### src/rtl/pipe_hazard_unit.sv
// Hazard detection and forwarding for the 5-stage pipeline.
// A three-slot scoreboard (EX, MEM, WB) shadows the in-flight writers. From it
// the unit derives the load-use stall and the per-operand forwarding selects,
// and it counts stall and flush cycles in saturating counters.
module pipe_hazard_unit #(
    parameter int AW = 5,
    parameter int DW = 32,
    parameter int CW = 16
) (
    input  logic          clk,
    input  logic          reset,
    input  logic          id_valid,
    input  logic [AW-1:0] id_rs,
    input  logic [AW-1:0] id_rt,
    input  logic          id_use_rs,
    input  logic          id_use_rt,
    input  logic [AW-1:0] id_dest,
    input  logic          id_reg_write,
    input  logic          id_mem_read,
    input  logic          flush,
    input  logic [DW-1:0] rf_rs_data,
    input  logic [DW-1:0] rf_rt_data,
    input  logic [DW-1:0] ex_result,
    input  logic [DW-1:0] mem_result,
    input  logic [DW-1:0] wb_result,
    output logic          stall,
    output logic [1:0]    fwd_sel_rs,
    output logic [1:0]    fwd_sel_rt,
    output logic [DW-1:0] rs_data,
    output logic [DW-1:0] rt_data,
    output logic [CW-1:0] stall_count,
    output logic [CW-1:0] flush_count
);

    localparam logic [1:0] SEL_RF  = 2'd0;
    localparam logic [1:0] SEL_EX  = 2'd1;
    localparam logic [1:0] SEL_MEM = 2'd2;
    localparam logic [1:0] SEL_WB  = 2'd3;

    localparam logic [CW-1:0] CNT_ONE = {{(CW-1){1'b0}}, 1'b1};
    localparam logic [CW-1:0] CNT_MAX = {CW{1'b1}};

    // scoreboard slots
    logic          ex_valid_q,  ex_valid_d;
    logic [AW-1:0] ex_dest_q,   ex_dest_d;
    logic          ex_rw_q,     ex_rw_d;
    logic          ex_mr_q,     ex_mr_d;
    logic          mem_valid_q, mem_valid_d;
    logic [AW-1:0] mem_dest_q,  mem_dest_d;
    logic          mem_rw_q,    mem_rw_d;
    logic          mem_mr_q,    mem_mr_d;
    logic          wb_valid_q,  wb_valid_d;
    logic [AW-1:0] wb_dest_q,   wb_dest_d;
    logic          wb_rw_q,     wb_rw_d;
    logic          wb_mr_q,     wb_mr_d;

    logic [CW-1:0] stall_count_q, stall_count_d;
    logic [CW-1:0] flush_count_q, flush_count_d;

    logic ex_writer, mem_writer, wb_writer;
    logic ex_fwd_ok;
    logic hazard;

    // Pick the youngest slot that can supply a value for one operand.
    // A load in EX is skipped: its data does not exist yet and the stall covers it.
    function automatic logic [1:0] pick_src(
        input logic          use_op,
        input logic [AW-1:0] op,
        input logic          ex_ok,
        input logic [AW-1:0] ex_d,
        input logic          mem_ok,
        input logic [AW-1:0] mem_d,
        input logic          wb_ok,
        input logic [AW-1:0] wb_d
    );
        logic [1:0] sel;
        sel = SEL_RF;
        if (use_op) begin
            if (ex_ok && (ex_d == op))
                sel = SEL_EX;
            else if (mem_ok && (mem_d == op))
                sel = SEL_MEM;
            else if (wb_ok && (wb_d == op))
                sel = SEL_WB;
        end
        return sel;
    endfunction

    // Hazard detection, forwarding selects and operand muxes.
    always_comb begin
        ex_writer  = ex_valid_q  && ex_rw_q  && (ex_dest_q  != '0);
        mem_writer = mem_valid_q && mem_rw_q && (mem_dest_q != '0);
        wb_writer  = wb_valid_q  && wb_rw_q  && (wb_dest_q  != '0);
        ex_fwd_ok  = ex_writer && !ex_mr_q;

        hazard = id_valid && ex_writer && ex_mr_q &&
                 ((id_use_rs && (id_rs == ex_dest_q)) ||
                  (id_use_rt && (id_rt == ex_dest_q)));
        stall  = hazard && !flush;

        fwd_sel_rs = pick_src(id_use_rs, id_rs, ex_fwd_ok, ex_dest_q,
                              mem_writer, mem_dest_q, wb_writer, wb_dest_q);
        fwd_sel_rt = pick_src(id_use_rt, id_rt, ex_fwd_ok, ex_dest_q,
                              mem_writer, mem_dest_q, wb_writer, wb_dest_q);

        case (fwd_sel_rs)
            SEL_EX:  rs_data = ex_result;
            SEL_MEM: rs_data = mem_result;
            SEL_WB:  rs_data = wb_result;
            default: rs_data = rf_rs_data;
        endcase

        case (fwd_sel_rt)
            SEL_EX:  rt_data = ex_result;
            SEL_MEM: rt_data = mem_result;
            SEL_WB:  rt_data = wb_result;
            default: rt_data = rf_rt_data;
        endcase
    end

    // Next scoreboard contents and saturating counter values.
    always_comb begin
        wb_valid_d  = mem_valid_q;
        wb_dest_d   = mem_dest_q;
        wb_rw_d     = mem_rw_q;
        wb_mr_d     = mem_mr_q;
        mem_valid_d = ex_valid_q;
        mem_dest_d  = ex_dest_q;
        mem_rw_d    = ex_rw_q;
        mem_mr_d    = ex_mr_q;

        if (stall || flush) begin
            ex_valid_d = 1'b0;
            ex_dest_d  = '0;
            ex_rw_d    = 1'b0;
            ex_mr_d    = 1'b0;
        end else begin
            ex_valid_d = id_valid;
            ex_dest_d  = id_dest;
            ex_rw_d    = id_reg_write;
            ex_mr_d    = id_mem_read;
        end

        stall_count_d = stall_count_q;
        if (stall && (stall_count_q != CNT_MAX))
            stall_count_d = stall_count_q + CNT_ONE;

        flush_count_d = flush_count_q;
        if (flush && (flush_count_q != CNT_MAX))
            flush_count_d = flush_count_q + CNT_ONE;
    end

    // Scoreboard and counter registers with synchronous reset.
    always_ff @(posedge clk) begin
        if (reset) begin
            ex_valid_q    <= 1'b0;
            ex_dest_q     <= '0;
            ex_rw_q       <= 1'b0;
            ex_mr_q       <= 1'b0;
            mem_valid_q   <= 1'b0;
            mem_dest_q    <= '0;
            mem_rw_q      <= 1'b0;
            mem_mr_q      <= 1'b0;
            wb_valid_q    <= 1'b0;
            wb_dest_q     <= '0;
            wb_rw_q       <= 1'b0;
            wb_mr_q       <= 1'b0;
            stall_count_q <= '0;
            flush_count_q <= '0;
        end else begin
            ex_valid_q    <= ex_valid_d;
            ex_dest_q     <= ex_dest_d;
            ex_rw_q       <= ex_rw_d;
            ex_mr_q       <= ex_mr_d;
            mem_valid_q   <= mem_valid_d;
            mem_dest_q    <= mem_dest_d;
            mem_rw_q      <= mem_rw_d;
            mem_mr_q      <= mem_mr_d;
            wb_valid_q    <= wb_valid_d;
            wb_dest_q     <= wb_dest_d;
            wb_rw_q       <= wb_rw_d;
            wb_mr_q       <= wb_mr_d;
            stall_count_q <= stall_count_d;
            flush_count_q <= flush_count_d;
        end
    end

    assign stall_count = stall_count_q;
    assign flush_count = flush_count_q;

endmodule

### config.mk
export PLATFORM = sky130hd
export DESIGN_NAME = pipe_hazard_unit
export DESIGN_NICKNAME = d
export VERILOG_FILES = /design/src/rtl/pipe_hazard_unit.sv
export SDC_FILE = /design/constraint.sdc
export NUM_CORES = 1
export LEC_CHECK = 0
export CAP_MARGIN = 20
export CORE_ASPECT_RATIO = 1.75
export CORE_MARGIN = 2
export CORE_UTILIZATION = 30
export DETAILED_ROUTE_END_ITERATION = 12
export GPL_TIMING_DRIVEN = 1
export MAX_ROUTING_LAYER = met4
export PLACE_DENSITY = 0.77
export SYNTH_ARGS = -nofsm -noshare
export SYNTH_HDL_FRONTEND = slang
export SYNTH_SLANG_ARGS = --single-unit
### constraint.sdc
create_clock -name clk -period 2.2 [get_ports clk]
set_input_delay 0.22 -clock clk [delete_from_list [all_inputs] [get_ports clk]]
set_output_delay 0.22 -clock clk [all_outputs]
set_load 0.05 [all_outputs]
Word level (Yosys, flattened, before mapping) --
Index checks and enable logic that the tools add are counted.
Word-level totals: output and inout bits 101, input bits 183, word-level logic and storage cells 69, register bits 54
Cells by class: muxes and demuxes 10, reduce and logical (&&, ||, !) cells 29, eq/ne operators 16, $add $sub $neg 2
Operator list (number):
- $pmux W32 S3 | 2
- $eq A5 B5 Y1 | 8
- $add A16 B1 Y16 const B | 2
- $ne A16 B16 Y1 const B | 2
- $logic_and A1 B1 Y1 | 21
- $mux W2 | 8
- $reduce_bool A5 Y1 | 3
- $eq A2 B2 Y1 const B | 4
- $eq A2 B1 Y1 const B | 2
- $logic_not A1 Y1 | 2
- $logic_or A1 B1 Y1 | 2
- $reduce_or A2 Y1 | 1

Logic depth before layout (Yosys ltp) --
Gate-level depths: netlist of the first run.
depth after elaboration 9, mapped depth 9, gate-level depth less buffers 7

Worst setup path before layout of the first run --
No wires, ideal clock.
kind flip-flop to output port, start point register mem_dest_q[1], end point output rt_data[13], required time 1.980 ns, data arrival time 2.665 ns, cell stages (with the launch flop) 9, path buffers 3, setup slack -0.685 ns, path through dfxtp_1 > or4_1 > o211ai_1 > or3_1 > buf_2 > buf_2 > buf_2 > o221ai_1 > a32oi_1
Between the ends: longest elaborated chain between the ends 8, elaborated cells on any way between the ends 11, those cells by class 4 x eq/ne; 4 x mux; 3 x reduce/logical
Ends and longest elaborated chain:
- start, declared | RTL line 49 | logic [AW-1:0] mem_dest_q, mem_dest_d;
- start signal, assigned | RTL line 176 | mem_dest_q <= mem_dest_d;
- $reduce_bool A5 Y1 | RTL line 92 | mem_writer = mem_valid_q && mem_rw_q && (mem_dest_q != '0);
- $logic_and A1 B1 Y1 | RTL line 92
- $logic_and A1 B1 Y1 (*) | RTL line 81 | else if (mem_ok && (mem_d == op))
- $mux W2 (*) | RTL line 81
- $mux W2 (*) | RTL line 79 | if (ex_ok && (ex_d == op))
- $mux W2 (*) | RTL line 78 | if (use_op) begin
- $eq A2 B2 Y1 or $eq A2 B1 Y1 (tied branches) | RTL line 113 | case (fwd_sel_rt)
- $pmux W32 S3 (*) | RTL line 113
- end, declared | RTL line 30 | output logic [DW-1:0] rt_data,
Mark *: on every way between the ends. The rest lies on a longest branch, timed or not.

Final worst setup path of the first run --
start point register wb_dest_q[0], end point output rs_data[12]
Between the ends: longest elaborated chain between the ends 9, elaborated cells on any way between the ends 12, those cells by class 4 x eq/ne; 5 x mux; 3 x reduce/logical
Ends and longest elaborated chain:
- start, declared | RTL line 53 | logic [AW-1:0] wb_dest_q, wb_dest_d;
- start signal, assigned | RTL line 180 | wb_dest_q <= wb_dest_d;
- $reduce_bool A5 Y1 | RTL line 93 | wb_writer = wb_valid_q && wb_rw_q && (wb_dest_q != '0);
- $logic_and A1 B1 Y1 | RTL line 93
- $logic_and A1 B1 Y1 (*) | RTL line 83 | else if (wb_ok && (wb_d == op))
- $mux W2 (*) | RTL line 83
- $mux W2 (*) | RTL line 81
- $mux W2 (*) | RTL line 79
- $mux W2 (*) | RTL line 78
- $eq A2 B2 Y1 or $eq A2 B1 Y1 (tied branches) | RTL line 106 | case (fwd_sel_rs)
- $pmux W32 S3 (*) | RTL line 106
- end, declared | RTL line 29 | output logic [DW-1:0] rs_data,
Marks and branches as above.

==> results of run 1 <==
state kept, by name (all words and copies together), names as in the netlist:
register     cells
flush_count     16
stall_count     16
ex_dest_q        5
mem_dest_q       5
wb_dest_q        5
ex_mr_q          1
ex_rw_q          1
ex_valid_q       1
mem_rw_q         1
mem_valid_q      1
wb_rw_q          1
wb_valid_q       1
cells in the final DEF (no fill, tap or decap), types with 11 or more instances in the layout:
master,count
sky130_fd_sc_hd__clkdlybuf4s50_1,203
sky130_fd_sc_hd__buf_4,91
sky130_fd_sc_hd__nand2_1,77
sky130_fd_sc_hd__buf_12,64
sky130_fd_sc_hd__buf_6,50
sky130_fd_sc_hd__nor2_1,47
sky130_fd_sc_hd__dfxtp_1,39
sky130_fd_sc_hd__inv_1,35
sky130_fd_sc_hd__nand3_1,34
sky130_fd_sc_hd__a32oi_4,27
sky130_fd_sc_hd__nor2_2,20
sky130_fd_sc_hd__xnor2_1,17
sky130_fd_sc_hd__nor2b_1,17
sky130_fd_sc_hd__xor2_1,16
sky130_fd_sc_hd__o21ai_0,16
sky130_fd_sc_hd__o221ai_2,14
sky130_fd_sc_hd__a41oi_4,13
sky130_fd_sc_hd__o21ai_1,13
sky130_fd_sc_hd__dfxtp_2,12
sky130_fd_sc_hd__nand2_4,11
sky130_fd_sc_hd__a21oi_2,11
sky130_fd_sc_hd__a21oi_1,11
sky130_fd_sc_hd__a2bb2oi_2,11
final cells by class:
class | instances | area, um2 | share of cell area (%)
antenna | 8 | 20.0 | 0.170
clock buffer | 6 | 129 | 1.10
clock inverter | 2 | 37.5 | 0.319
inverter | 37 | 139 | 1.18
multi-input combinational | 525 | 5160 | 43.9
sequential | 54 | 1110 | 9.41
tap | 186 | 233 | 1.98
timing repair buffer | 432 | 4940 | 42.0
per-stage QoR:
stage	util, %	instance area, um2	TNS, ps	setup WS, ps	total power [mW]
finish	77.2	11800	-44470	-831	3.30
global route	77.2	11800	-48060	-924	3.41
CTS	73.5	11200	-34650	-595	3.26
detailed placement	66.3	10100	-43750	-729	2.29
global placement	66.3	10100	-41410	-635	2.28
floorplan	-	5960	-6320	-185	1.57
final timing paths:
path           startpoint         endpoint  slack [ps]  depth (start not counted)
max          wb_dest_q[0]      rs_data[12]        -830                          9
min            ex_valid_q      mem_valid_q         470                          1
max reg2reg  ex_dest_q[2]  stall_count[13]        -110                          9
min reg2reg    ex_valid_q      mem_valid_q         470                          1
metal layers:
layer / vias up / global-route usage [%] / wire (um)
met5: - / - / 0
met4: 0 / 22.2 / 2550
met3: 182 / 6.94 / 2390
met2: 429 / 61.8 / 16200
met1: 3579 / 33.2 / 10300
li1: 3246 / - / -
report_power, final:
part / internal, mW / switching [mW]
clock network: 0.538 / 0.352
registers: 0.991 / 0.0192
logic: 0.729 / 0.675
total: 2.26 / 1.05
repair_timing:
action / 4_1_cts / 5_1_grt
resized for setup: 168 / 77
endpoints found under the hold margin: 0 / 0
gates cloned: 5 / 4
setup buffers: 17 / 18
pin swaps: 32 / 49
endpoints found under the setup margin: 93 / 81
cells by family (layout without fill, tap and decap cells):
family	count (synthesis)	after routing	share of synthesized area [%]
AOI/OAI and AO/OA	190	191	30.4
xor gates and xnor gates	45	45	8.49
adders and majority gates	2	2	0.539
buffers and inverters	82	477	7.60
DFF	54	54	23.3
muxes	5	5	1.19
other	0	8	0
and+or+nand+nor	282	282	28.5
==> impl_metrics.json, run 1 <==
{
  "run_status": "finished with violations",
  "failing_checks": "negative setup slack",
  "cp-end-kind": "primary output",
  "timing.critical_path.required_ps": 1980,
  "floorplan.die_area_um2": 16500,
  "avgViaCountPerCell": 5.95,
  "crit_type": "reg -> out",
  "area.growth.synth_to_final_pct": 154,
  "cts.hold.buffers_added": 0,
  "synthesis.area_per_instance_um2": 7.03,
  "hold_path.class": "reg -> reg",
  "initial_antenna_violation_count": 8,
  "synth-edff-count": 0,
  "worstPathBufferInverterCount": 4,
  "syn_area_um2": 4640,
  "dr_total_vias": 7436,
  "netlist_top_cells_area": "sky130_fd_sc_hd__dfxtp_1 23%, sky130_fd_sc_hd__nand2_1 7.5%, sky130_fd_sc_hd__a32oi_1 6.6%",
  "clk_transition_reported_paths_ps": 70,
  "synth.yosys.warnings": 0,
  "post-place-cells": 1194,
  "cts.root.buffer_cell": "sky130_fd_sc_hd__clkbuf_16",
  "grt.total_usage_pct": 34.4,
  "setup.worst_path.start_class": "flip-flop",
  "rsz_0062_raised_after_global_routing": "true",
  "initial_core_util_pct": 30.5,
  "clock_tree.buffer_depth": 2,
  "tritoncts_num_sinks": 54,
  "drt_drc_violations_left": 0,
  "h_tree_depth_reported_by_cts": 2,
  "worstPathCellList": "buf_4, xor2_1, nor3_1, nand3_2, buf_6, buf_12, o21ai_0, a41oi_4, buf_12",
  "synth.yosys.seq_area_share_pct": 23.3,
  "total_of_endpoints_with_negative_setup_slack_in_the_final_report": 82,
  "synth-seq-cells": 54,
  "slew_headroom_pct": 40.4,
  "instances_no_fill": 1250,
  "critical_path.top_delay_family": "compound AO/OA/AOI/OAI gates",
  "crit_fanout": 6,
  "floorplan.rows": 60,
  "timing.final.ws_setup_ps": -831,
  "cts_inserted_buffers": 5,
  "tritoncts": "built",
  "gr-total-overflow": 0,
  "gp_weighted_congestion": 1.01,
  "largest_net_degree_at_the_start_of_global_routing": 33,
  "routed_length_per_placed_instance_um": 25.2,
  "port_buffers": 283,
  "first_pass_iters": 5,
  "synth.net_count": 845,
  "synth_largest_type_area_fraction_pct": 23.3,
  "route.antenna.remaining_nets": 0,
  "cp_most_frequent_cell": "sky130_fd_sc_hd__buf_12",
  "slowest_delay_ps": 690,
  "post_synth_num_cell_types": 49,
  "finalHoldWorstSlack_ps": 468,
  "total_leakage_power_nw": 4.29,
  "crit_arrival_ps": 2810,
  "yosysMostFrequentCell": "sky130_fd_sc_hd__nand2_1",
  "finalWirelength_mm": 31.5,
  "max_slew.worst_pin.slew_ps": 884,
  "cell_taking_the_most_area_after_synthesis": "sky130_fd_sc_hd__dfxtp_1",
  "endpoints_failing_hold": 0,
  "powerDensity_nw_per_um2": 281,
  "worst_clock_skew_ps": 8.70,
  "chipHeight_um": 169,
  "crit_path_top_delay_cell": "sky130_fd_sc_hd__o21ai_0",
  "drv.max_cap_violation_count": 0,
  "finalCritPeriodShare_pct": 138,
  "fp.dieW_um": 98.0,
  "core_area_um2": 15200,
  "worstSkewPairLatency_ps": 300,
  "power.ir.vdd_worst_mv": 0.567,
  "via_count_of_the_first_global_routing_pass": 7521,
  "dp_hpwl_mm": 21.0,
  "drive_above_1_share_pct": 43.4,
  "fin_crit_ps": 3030,
  "fill_cells": 920,
  "synth_common_cells": "93 x sky130_fd_sc_hd__nand2_1, 72 x sky130_fd_sc_hd__nor2_1, 54 x sky130_fd_sc_hd__dfxtp_1, 39 x sky130_fd_sc_hd__nand3_1, 36 x sky130_fd_sc_hd__inv_1",
  "nNetsFinal": 1240,
  "timing.final.max_slew_violations": 0,
  "grt_first_pass_wirelength_mm": 43.3,
  "maxClockFrequency_ghz": 0.330,
  "drt_iter0_drc": 385,
  "synth_cells": 660,
  "postSynth.topFlopCell": "sky130_fd_sc_hd__dfxtp_1",
  "ios": 284,
  "synth-async-reset-ratio_pct": 0
}
Note: power is estimated with default switching activity, not from simulation.
==> inputs of run 2 (changes only) <==
PLACE_DENSITY = 0.74   (was 0.77)
clock period = 3.6 ns   (was 2.2 ns; I/O delays follow)
==> impl_metrics.json, run 2 (synthesis gave the netlist of run 1 again) <==
{
  "post-route-util_pct": 55.6,
  "cts.hold.buffers_added": 0,
  "power.share.combinational_pct": 36.7,
  "place_worst_setup_slack_ps": 240,
  "dp_hpwl_mm": 20.5,
  "maxClockFrequency_ghz": 0.292,
  "largest_net_degree_at_the_start_of_global_routing": 53,
  "run_status": "complete, no violations",
  "switching_share_pct": 29.7,
  "total_of_endpoints_with_negative_setup_slack_in_the_final_report": 0,
  "worstPathBufferInverterCount": 2,
  "timing.final.ws_setup_ps": 173,
  "groute.layer.met3.usage_pct": 6.65,
  "regToRegEndpoint": "stall_count[15]",
  "mostFrequentLayoutCells": "213 x sky130_fd_sc_hd__clkdlybuf4s50_1, 93 x sky130_fd_sc_hd__nand2_1, 71 x sky130_fd_sc_hd__nor2_1, 62 x sky130_fd_sc_hd__buf_12, 54 x sky130_fd_sc_hd__dfxtp_1",
  "floorplan.rows": 60,
  "reg2reg_from": "ex_dest_q[0]",
  "power.ir.vdd_worst_mv": 0.336,
  "critical_path.top_delay_family": "simple AND/OR/NAND/NOR gates",
  "avgViaCountPerCell": 5.75,
  "initial_core_util_pct": 30.5,
  "dr_total_vias": 6444,
  "holdPathEnd": "mem_valid_q",
  "timing.critical_path.required_ps": 3240,
  "fp.dieW_um": 98.0,
  "slew_headroom_pct": 37.3,
  "tritoncts_num_sinks": 54,
  "clock_tree.buffer_depth": 2,
  "cts.root.buffer_cell": "sky130_fd_sc_hd__clkbuf_16",
  "worstHoldStart": "ex_valid_q",
  "cp-end-kind": "primary output",
  "crit_type": "in -> out",
  "clk_transition_reported_paths_ps": 70,
  "via_count_of_the_first_global_routing_pass": 6246,
  "sequentialPowerShare_pct": 33.0,
  "nNetsFinal": 1113,
  "timing.final.max_slew_violations": 0,
  "grt.total_usage_pct": 30.5,
  "worstSkewPairLatency_ps": 290,
  "multi_input_area_um2": 3220,
  "routed_length_per_placed_instance_um": 23.0,
  "cts_post_setup_buffers_inserted": 0,
  "crit_arrival_ps": 3070,
  "rsz_0062_raised_after_global_routing": "false",
  "holdPathStages": 1,
  "gr-usage-met1_pct": 34.0,
  "powerDensity_nw_per_um2": 221,
  "global_route.usage.met2_pct": 52.8,
  "total_leakage_power_nw": 3.13,
  "area.growth.synth_to_final_pct": 82.7,
  "top_usage_layer": "met2",
  "fill_cells": 1414,
  "finalWirelength_mm": 25.8,
  "r2r.worst_path.cells": 6,
  "crit_fanout": 11,
  "crit_path_top_delay_cell": "sky130_fd_sc_hd__clkdlybuf4s50_1",
  "ios": 284,
  "final-seq-area_um2": 1080,
  "setup.worst_path.start_class": "primary input",
  "grt_first_pass_wirelength_mm": 37.9,
  "drt_drc_violations_left": 0,
  "drive_above_1_share_pct": 12.3,
  "worstPathCellList": "clkdlybuf4s50_1, xnor2_1, o211ai_1, or3_1, nand2_1, o221ai_1, a32oi_1, buf_12",
  "p_clk_share_pct": 30.3,
  "gr-total-overflow": 0,
  "finalCritPeriodShare_pct": 95.2,
  "slowest_delay_ps": 550,
  "drv.max_cap_violation_count": 0,
  "chipHeight_um": 169,
  "h_tree_depth_reported_by_cts": 2,
  "p_int_mw": 1.32,
  "route.antenna.remaining_nets": 0,
  "switchingPower_uw": 556,
  "core_area_um2": 15200,
  "port_buffers": 283,
  "final_common_cell": "sky130_fd_sc_hd__clkdlybuf4s50_1",
  "tritoncts": "built",
  "post_cts_resize_count": 0,
  "drt_iter0_drc": 450,
  "fin_crit_ps": 3430,
  "floorplan.die_area_um2": 16500,
  "worst_clock_skew_ps": 5.34,
  "first_pass_iters": 6,
  "endpoints_failing_hold": 0,
  "max_slew.worst_pin.slew_ps": 941,
  "gp_weighted_congestion": 1.02,
  "cts_inserted_buffers": 5,
  "hold_path.class": "reg -> reg",
  "initial_antenna_violation_count": 6,
  "ff2ff_setup_slack_ps": 1070,
  "tns_ps": 0
}
run 2: cell count changes in the layout (fill, tap and decap cells not counted), moves of 14 or more:
cell / before / now
sky130_fd_sc_hd__buf_4: 91 / 29
sky130_fd_sc_hd__nor2_2: 20 / 1
sky130_fd_sc_hd__dfxtp_1: 39 / 54
sky130_fd_sc_hd__a32oi_4: 27 / 0
sky130_fd_sc_hd__nor2_1: 47 / 71
sky130_fd_sc_hd__a32oi_1: 5 / 35
sky130_fd_sc_hd__o221ai_2: 14 / 0
sky130_fd_sc_hd__o221ai_1: 0 / 19
sky130_fd_sc_hd__buf_6: 50 / 1
sky130_fd_sc_hd__nand2_1: 77 / 93
run 2: power by group through the flow:
stage,Sequential [mW],Combinational (mW),Clock (mW)
2_1_floorplan,0.636,0.246,0
3_3_place_gp,0.632,0.679,0
3_5_place_dp,0.632,0.679,0
4_1_cts,0.618,0.684,0.577
5_1_grt,0.619,0.713,0.593
6_report,0.619,0.686,0.567
run 2: worst max path at each step:
stage | startpoint | to | depth (start not counted) | slack (ps)
6_report | id_rt[0] | rt_data[17] | 8 | 170
5_1_grt | id_rt[4] | rt_data[2] | 9 | 30
4_1_cts | mem_dest_q[1] | rs_data[2] | 7 | 60
3_5_place_dp | id_rt[0] | rt_data[30] | 9 | 240
3_3_place_gp | id_rt[4] | rt_data[30] | 9 | 310
2_1_floorplan | mem_dest_q[1] | rt_data[13] | 8 | 570
run 2: stage by stage:
stage               cells  instance area (um2)  hold WS, ps  power (mW)
floorplan             660                 4640          438       0.882
global placement     1107                 8280          462        1.31
detailed placement   1107                 8280          453        1.31
CTS                  1115                 8460          472        1.88
global route         1121                 8480          485        1.92
finish               1121                 8480          468        1.87
run 2: layout make-up:
cell class | instances | area share [%]
multi-input combinational | 524 | 38.0
inverter | 37 | 1.64
clock buffer | 6 | 1.64
tap | 186 | 2.75
clock inverter | 2 | 0.458
sequential | 54 | 12.8
timing repair buffer | 306 | 42.6
antenna | 6 | 0.177
run 2: layer usage:
| layer | up-vias | part of all wire [%] |
|---|---|---|
| met5 | - | 0 |
| met4 | 0 | 4.1 |
| met3 | 72 | 9.7 |
| met2 | 406 | 50 |
| met1 | 3015 | 36 |
| li1 | 2951 | - |
